$ cat src/rtl/dmem_mmio_pkg.sv
// Shared constants and the address-decode helper for the data-memory / MMIO stage.
package dmem_mmio_pkg;

    localparam logic [31:0] ADDR_LED  = 32'hFFFF_FF00;
    localparam logic [31:0] ADDR_SW   = 32'hFFFF_FF04;
    localparam logic [31:0] ADDR_CNT  = 32'hFFFF_FF08;
    localparam logic [31:0] ADDR_CMP  = 32'hFFFF_FF0C;
    localparam logic [31:0] ADDR_STAT = 32'hFFFF_FF10;

    localparam logic [31:0] CMP_RESET      = 32'hFFFF_FFFF;
    localparam int          STAT_MATCH_BIT = 0;

    // Which target an access hits
    typedef enum logic [2:0] {
        SEL_NONE,
        SEL_RAM,
        SEL_LED,
        SEL_SW,
        SEL_CNT,
        SEL_CMP,
        SEL_STAT
    } sel_e;

    // Peripheral decode on the word address (byte offset bits already dropped)
    function automatic sel_e periph_sel(input logic [29:0] word);
        sel_e s;
        s = SEL_NONE;
        if (word == ADDR_LED[31:2])  s = SEL_LED;
        if (word == ADDR_SW[31:2])   s = SEL_SW;
        if (word == ADDR_CNT[31:2])  s = SEL_CNT;
        if (word == ADDR_CMP[31:2])  s = SEL_CMP;
        if (word == ADDR_STAT[31:2]) s = SEL_STAT;
        return s;
    endfunction

endpackage

$ cat src/rtl/dmem_mmio_timer.sv
// Cycle counter, compare register and sticky match flag with their write priorities.
module mmio_timer
    import dmem_mmio_pkg::*;
(
    input  logic        clk,
    input  logic        reset,
    input  logic        cnt_we,
    input  logic        cmp_we,
    input  logic        stat_we,
    input  logic [31:0] wdata,
    input  sel_e        rd_sel,
    output logic [31:0] rdata,
    output logic        irq
);

    logic [31:0] cnt_q, cnt_d;
    logic [31:0] cmp_q, cmp_d;
    logic        flag_q, flag_d;

    // Next state: a load beats the increment; a match beats a clear
    always_comb begin
        cnt_d  = cnt_we ? wdata : cnt_q + 32'd1;
        cmp_d  = cmp_we ? wdata : cmp_q;
        flag_d = flag_q;
        if (stat_we && wdata[STAT_MATCH_BIT]) flag_d = 1'b0;
        if (cnt_q == cmp_q)                   flag_d = 1'b1;
    end

    // Timer state registers
    always_ff @(posedge clk) begin
        if (reset) begin
            cnt_q  <= 32'd0;
            cmp_q  <= CMP_RESET;
            flag_q <= 1'b0;
        end else begin
            cnt_q  <= cnt_d;
            cmp_q  <= cmp_d;
            flag_q <= flag_d;
        end
    end

    // Read mux for the three timer registers
    always_comb begin
        rdata = '0;
        case (rd_sel)
            SEL_CNT:  rdata = cnt_q;
            SEL_CMP:  rdata = cmp_q;
            SEL_STAT: rdata[STAT_MATCH_BIT] = flag_q;
            default:  rdata = '0;
        endcase
    end

    assign irq = flag_q;

endmodule

$ cat src/rtl/dmem_mmio.sv
// Data-memory stage: word RAM plus LED, switch, and timer registers in a small MMIO window.
module dmem_mmio
    import dmem_mmio_pkg::*;
#(
    parameter int DEPTH_WORDS = 64,
    parameter int SW_WIDTH    = 8,
    parameter int LED_WIDTH   = 8
) (
    input  logic                 clk,
    input  logic                 reset,
    input  logic                 MemWriteM,
    input  logic [31:0]          ALUOutM,
    input  logic [31:0]          WriteDataM,
    output logic [31:0]          ReadDataM,
    input  logic [SW_WIDTH-1:0]  sw_in,
    output logic [LED_WIDTH-1:0] led_out,
    output logic                 timer_irq
);

    localparam int AW = $clog2(DEPTH_WORDS);

    logic [31:0]          ram [DEPTH_WORDS];
    logic [AW-1:0]        ram_idx;
    sel_e                 sel;
    logic                 we;
    logic [LED_WIDTH-1:0] led_q, led_d;
    logic [SW_WIDTH-1:0]  sw_s1_q, sw_s1_d;
    logic [SW_WIDTH-1:0]  sw_s2_q, sw_s2_d;
    logic [31:0]          timer_rdata;

    // Byte offset is irrelevant for word-only accesses
    logic unused_addr_lsb;
    assign unused_addr_lsb = ^ALUOutM[1:0];

    // Address decode; stores are blocked during reset
    always_comb begin
        ram_idx = ALUOutM[AW+1:2];
        if (ALUOutM[31:AW+2] == '0) sel = SEL_RAM;
        else                        sel = periph_sel(ALUOutM[31:2]);
        we = MemWriteM && !reset;
    end

    // RAM write port (contents survive reset)
    always_ff @(posedge clk) begin
        if (we && sel == SEL_RAM) ram[ram_idx] <= WriteDataM;
    end

    // LED and switch synchronizer next state
    always_comb begin
        led_d   = (we && sel == SEL_LED) ? WriteDataM[LED_WIDTH-1:0] : led_q;
        sw_s1_d = sw_in;
        sw_s2_d = sw_s1_q;
    end

    // LED and synchronizer registers
    always_ff @(posedge clk) begin
        if (reset) begin
            led_q   <= '0;
            sw_s1_q <= '0;
            sw_s2_q <= '0;
        end else begin
            led_q   <= led_d;
            sw_s1_q <= sw_s1_d;
            sw_s2_q <= sw_s2_d;
        end
    end

    mmio_timer u_timer (
        .clk     (clk),
        .reset   (reset),
        .cnt_we  (we && sel == SEL_CNT),
        .cmp_we  (we && sel == SEL_CMP),
        .stat_we (we && sel == SEL_STAT),
        .wdata   (WriteDataM),
        .rd_sel  (sel),
        .rdata   (timer_rdata),
        .irq     (timer_irq)
    );

    // Combinational load mux; unmapped addresses read zero
    always_comb begin
        ReadDataM = '0;
        case (sel)
            SEL_RAM:                   ReadDataM = ram[ram_idx];
            SEL_LED:                   ReadDataM[LED_WIDTH-1:0] = led_q;
            SEL_SW:                    ReadDataM[SW_WIDTH-1:0]  = sw_s2_q;
            SEL_CNT, SEL_CMP, SEL_STAT: ReadDataM = timer_rdata;
            default:                   ReadDataM = '0;
        endcase
    end

    assign led_out = led_q;

endmodule

$ cat config.mk
export PLATFORM = sky130hd
export DESIGN_NAME = dmem_mmio
export DESIGN_NICKNAME = d
export VERILOG_FILES = /design/src/rtl/dmem_mmio_pkg.sv /design/src/rtl/dmem_mmio_timer.sv /design/src/rtl/dmem_mmio.sv
export SDC_FILE = /design/constraint.sdc
export NUM_CORES = 2
export LEC_CHECK = 0
export BUFFER_PORTS_ARGS = -buffer_cell sky130_fd_sc_hd__buf_2
export CORE_UTILIZATION = 45
export CTS_CLUSTER_SIZE = 16
export DETAILED_ROUTE_END_ITERATION = 12
export MAX_ROUTING_LAYER = met4
export PLACE_DENSITY = 0.61
export SETUP_SLACK_MARGIN = 0.1
export SLEW_MARGIN = 20
export SYNTH_ARGS = -nofsm -noshare
export SYNTH_HDL_FRONTEND = slang
export SYNTH_SLANG_ARGS = --single-unit
$ cat constraint.sdc
create_clock -name clk -period 11.4 [get_ports clk]
set_input_delay 1.71 -clock clk [delete_from_list [all_inputs] [get_ports clk]]
set_output_delay 1.71 -clock clk [all_outputs]
set_load 0.02 [all_outputs]
## Word level (Yosys, flattened, before mapping)

Memories as Yosys holds them, arrays and structs flattened.
Index checks and enable logic that the tools add are counted.

- Bits of input ports: 75
- Memory bits (writable): 2048
- Memories: 1
- Logic and storage cells: 46
- Output and inout port bits: 41
- Flip-flop bits (word level): 89

Memories:

| memory | depth | bits a word | read ports | clocked after Yosys merged registers in | wr ports | RTL line | text |
|---|---|---|---|---|---|---|---|
| ram | 64 | 32 | 1 | 0 | 1 | dmem_mmio.sv:22 | `logic [31:0] ram [DEPTH_WORDS];` |

- Multiplexer cells: 15
- Add/subtract/negate cells: 1
- Reductions and logical operators: 11
- Eq/ne operators: 12

Operators by type and width:

| operator | count |
|---|---|
| $eq 30x30->1 const B | 5 |
| $pmux 31 s2 | 1 |
| $pmux 24 s2 | 1 |
| $add 32x1->32 const B | 1 |
| $eq 32x32->1 | 1 |
| $mux 32 | 1 |
| $pmux 8 s4 | 1 |
| $logic_not 24->1 | 1 |
| $mux 3 | 5 |
| $eq 3x3->1 const B | 3 |
| $logic_and 1x1->1 | 7 |
| $eq 3x2->1 const B | 2 |
| $mux 1 | 4 |
| $eq 3x1->1 const B | 1 |
| $pmux 1 s3 | 1 |
| $reduce_or 3->1 | 1 |
| $mux 2 | 1 |
| $reduce_bool 2->1 | 1 |
| $logic_not 1->1 | 1 |

## Longest topological paths before layout

- Depth after elaboration: 12
- Depth in mapped cells: 12
- Gate-level depth less buffers: 6

## Cells and area by module

From an unflattened synthesis, not the netlist that was laid out.

- Cells, all modules: 4055
- Area total of the unflattened synthesis: 83365.0 um^2

Modules (own cells, without submodules):

| module | sequential area each (um^2) | cells each | area each (um^2) | times used |
|---|---|---|---|---|
| dmem_mmio | 61979.4 | 3638 | 79640.1 | 1 |
| mmio_timer | 1301.2 | 417 | 3724.8 | 1 |

## Least setup slack after synthesis

OpenSTA, ideal clock, no wires.

- Kind: input port to output port
- Start: input port ALUOutM[4]
- End: output port ReadDataM[4]
- Stages: 9
- Path buffers: 4
- Data required time: 9690 ps
- Arrival: 4038 ps
- Path slack: 5652 ps
- Cells stage by stage: buf_2 inv_2 buf_2 buf_2 buf_1 nand3_1 o21ai_0 nand4_1 o311ai_0

- Cells in the longest elaborated chain, start to end: 10
- Elaborated cells between the ends (all ways): 21
- Classes of those cells: eq/ne (11); mux (8); reduce/logical (1); memory (1)

Ends and longest elaborated chain:

| item | RTL line | text |
|---|---|---|
| start, declared | dmem_mmio.sv:12 | `input logic [31:0] ALUOutM,` |
| $eq 30x30->1 | dmem_mmio_pkg.sv:28 | `if (word == ADDR_LED[31:2]) s = SEL_LED;` |
| $mux 2 | dmem_mmio_pkg.sv:28 |  |
| $mux 3 | dmem_mmio_pkg.sv:29 | `if (word == ADDR_SW[31:2]) s = SEL_SW;` |
| $mux 3 | dmem_mmio_pkg.sv:30 | `if (word == ADDR_CNT[31:2]) s = SEL_CNT;` |
| $mux 3 | dmem_mmio_pkg.sv:31 | `if (word == ADDR_CMP[31:2]) s = SEL_CMP;` |
| $mux 3 | dmem_mmio_pkg.sv:32 | `if (word == ADDR_STAT[31:2]) s = SEL_STAT;` |
| $mux 3 | dmem_mmio.sv:38 | `if (ALUOutM[31:AW+2] == '0) sel = SEL_RAM;` |
| $eq 3x3->1, on equally long branches | dmem_mmio_timer.sv:45, dmem_mmio.sv:83 |  |
| $pmux 31 s2 or $reduce_or 3->1 (tied branches) | dmem_mmio_timer.sv:45, dmem_mmio.sv:83 |  |
| $pmux 8 s4 * | dmem_mmio.sv:83 | `case (sel)` |
| end, declared | dmem_mmio.sv:14 | `output logic [31:0] ReadDataM,` |

Mark *: on every way between the ends. The rest lies on a longest branch, timed or not.

## Worst setup path in the final report

- Start: input port ALUOutM[3]
- End: output port ReadDataM[26]

- Cells in the longest elaborated chain, start to end: 10
- Elaborated cells between the ends (all ways): 19
- Classes of those cells: eq/ne (9); mux (8); reduce/logical (1); memory (1)

Ends and longest elaborated chain:

| item | RTL line |
|---|---|
| $eq 30x30->1 | dmem_mmio_pkg.sv:28 |
| $mux 2 | dmem_mmio_pkg.sv:28 |
| $mux 3 | dmem_mmio_pkg.sv:29 |
| $mux 3 | dmem_mmio_pkg.sv:30 |
| $mux 3 | dmem_mmio_pkg.sv:31 |
| $mux 3 | dmem_mmio_pkg.sv:32 |
| $mux 3 | dmem_mmio.sv:38 |
| $eq 3x3->1, on equally long branches | dmem_mmio_timer.sv:45, dmem_mmio.sv:83 |
| $pmux 31 s2 or $reduce_or 3->1 (tied branches) | dmem_mmio_timer.sv:45, dmem_mmio.sv:83 |
| $pmux 24 s2 * | dmem_mmio.sv:83 |

Marks and branches as above.

==> flow_summary_export.csv <==
group,metric,value,unit
status,status,"finished, final reports clean",
clock_network,holdBufCountCts,0,
timing,slew_headroom,15.78,%
placement,place_congestion,0.8872,
synth,synth_compound_area_share,3.035,%
worst_hold_path,hold_path.class,"flip-flop to flip-flop",
timing,maxSlewViolCount,0,
layout,stdcell_area,93990,um2
clock_network,cts-root-buf,"clkbuf_16",
clock_network,numClockSinks,2137,
detailed_routing,met3_length,25.38,mm
critical_path,r2r_slack,8.82,ns
power,peakVddDrop,0.1810,mV
synth,synth_seq_cells,2137,
floorplan,core,183300,um2
global_route,antenna_found_initial,12,
timing,hold_viol,0,
critical_path,cp.required,9.69,ns
clock_network,numCtsBuffers,211,
detailed_routing,wire_per_inst,35.99,um
synth,ys_warn_count,0,
layout,area_delta_synth_final,13.14,%
synth,yosysTopAreaCell,"edfxtp_1",
synth,synth_edf_count,2048,
timing,rsz0062_at_grt,"false",
detailed_routing,viasPerCell,6.344,
clock_network,clk_pin_slew_worst_paths,0.06,ns
floorplan,start_util,45.33,%
floorplan,die_w,431.7,um
power,swShare,21.36,%
timing,max_freq,128.6,MHz
detailed_routing,dr_total_vias,43854,
timing,tns,0,ns
critical_path,cp_slowest_stage_delay,0.91,ns
floorplan,rows,157,
detailed_routing,drtPass1Iterations,6,
global_route,gr-total-overflow,0,
synth,ys.flop_type,"edfxtp_1",
synth,synth_top_family_by_area,"multiplexers",
synth,avgSynthCellArea,20.60,um2
clock_network,ctsResizeCount,0,
synth,synth_xor_area_share,0.6537,%
power,leakage,29.57,nW
detailed_routing,wl_met1,98.93,mm
global_route,grt_first_pass_wirelength,342.0,mm
critical_path,crit_arrival,6.07,ns
synth,syn-num-nets,4108,
placement,placed_area,87260,um2
layout,drive_gt1_share,25.20,%
timing,clock-skew-final,0.02290,ns
placement,pre_cts_slack,3.598,ns
floorplan,die_area,186300,um2
placement,dp_hpwl,139.9,mm
timing,setup_viol,0,
global_route,first_global_vias,42479,
timing,period_needed,7.779,ns
critical_path,cp-end-kind,"primary output",
clock_network,clkLatencyLatePin,0.88,ns
floorplan,io-pin-count,116,
power,combPwrFrac,4.3,%
power,power_switching,3.440,mW
synth,syn-cell-area,83070,um2
power,sequentialPowerShare,53.4,%
flow_run,cap_violations,0,
detailed_routing,wl_met2,115.4,mm
clock_network,cts_setup_buffers,0,
clock_network,cts_tree,"done",
power,p_int,12.67,mW
layout,finalNetCount,4348,
synth,syn_inst,4032,
timing,worst_slew_pin_slew,1.263,ns
critical_path,crit_path_start_kind,"input port",
power,clockPowerShare,42.3,%
timing,fin_crit_sh,68.24,%
detailed_routing,drt-initial-drc-count,6795,
synth,synth_area_leaders,"edfxtp_1 (74%), mux4_2 (13%), mux2i_1 (2.6%), dfxtp_1 (2.1%), nor2_1 (0.81%)",
clock_network,cts_buffer_depth,3,
global_route,grt_max_degree,112,
clock_network,cts_htree_levels,4,
layout,num-fill-cells,14426,
critical_path,crit_fanout,63,
synth,async_reset_ff_share,0,%
synth,synth_top_area_share,74.03,%
detailed_routing,route.antenna.remaining_nets,0,
detailed_routing,drc,0,
power,power_density,171.4,nW/um2
synth,yosys.area_share.adder,0.01506,%
critical_path,critPathKind,"input port to primary output",
synth,yosysUniqueCellTypes,62,
power,p_total,16.11,mW
synth,ys_seq_area_share,76.17,%
global_route,grt_usage,27.51,%
synth,synthMuxAreaShare,15.57,%
detailed_routing,routed_wirelength,248.8,mm
synth,synthTopCellsByCount,"edfxtp_1 (2,048), mux4_2 (471), mux2i_1 (219)",
floorplan,fp.dieH,431.7,um
synth,synth_most_common_cell,"edfxtp_1",
detailed_routing,top_layer_used,"met4",
timing,setup_ws,3.621,ns
placement,portBuffers,113,
critical_path,path_cells,"buf_8 -> buf_4 -> nand2b_2 -> buf_12 -> nor4_4 -> buf_4 -> a22oi_1 -> o21ai_0 -> buf_2",
timing,whs,0.4382,ns
critical_path,crit_top_cell,"buf_4",
critical_path,cp_slowest_cell,"nor4_4",
synth,yosys.area_share.simple,2.955,%
-- worst paths after layout --
kind / start / end / depth (start not counted)
min: sw_s1_q[2] / sw_s2_q[2] / 1
max reg2reg: u_timer.cnt_q[2] / u_timer.cnt_q[31] / 6
max: ALUOutM[3] / ReadDataM[26] / 9
min reg2reg: sw_s1_q[2] / sw_s2_q[2] / 1
-- registers in the layout (all words and copies together), names as in the netlist --
signal and cells:
sw_s2_q 8, led_out 8, u_timer.cnt_q 32, u_timer.cmp_q 32, sw_s1_q 8, u_timer.irq 1, ram 2048
-- placed cells by master, fill, tap and decap left out, types with 47 or more instances in the layout --
master and n:
edfxtp_1 2048, buf_2 102, nand2_1 128, dfxtp_1 89
a22oi_1 47, nor2_4 64, buf_4 148, mux4_2 471
nor2_1 114, o21ai_0 48, mux2i_1 219, clkbuf_16 212
clkbuf_1 48
-- final cells by class --
cell class | instances | area [um2] | share of cell area [%]
flip-flops and latches | 2137 | 63280 | 67.33
multi-input cells | 1650 | 19010 | 20.22
clock buffers | 264 | 5540 | 5.895
well taps | 2464 | 3083 | 3.280
repair buffers | 262 | 1859 | 1.978
clock inverters | 122 | 1165 | 1.239
inverters | 10 | 45.04 | 0.04792
diodes | 4 | 10.01 | 0.01065
-- power groups by stage --
stage	Combinational (mW)	Clock, mW	Sequential, mW
final	0.699	6.81	8.60
after global routing	0.728	7.16	8.60
after CTS	0.697	6.86	8.60
after detailed placement	0.696	0	8.77
after global placement	0.684	0	8.77
after floorplan	0.382	0	8.77
-- cell families after synthesis --
group           after synthesis
simple gates                518
xor+xnor                     62
compound gates              367
flops                      2137
fa+ha+maj                     1
buf+inv                     245
mux                         702
-- metal layers --
layer  vias to the layer above  GRT usage [%]
met2                      2594          41.09
met3                       440          5.712
li1                      17289              -
met4                         0          9.295
met5                         -              -
met1                     23531          37.85
-- metrics by stage --
stage | utilization [%] | instances
floorplan | - | 4032
global placement | 47.59 | 6522
detailed placement | 47.61 | 6523
CTS | 51.27 | 6909
global route | 51.28 | 6912
finish | 51.28 | 6913
-- critical path: cells and delay by family --
family / cells / cell delay [ns]
buffers and inverters: 5 / 2.06
AO/OA/AOI/OAI: 2 / 0.70
AND/OR/NAND/NOR: 2 / 1.38
Note: power is estimated with default switching activity, not from simulation.
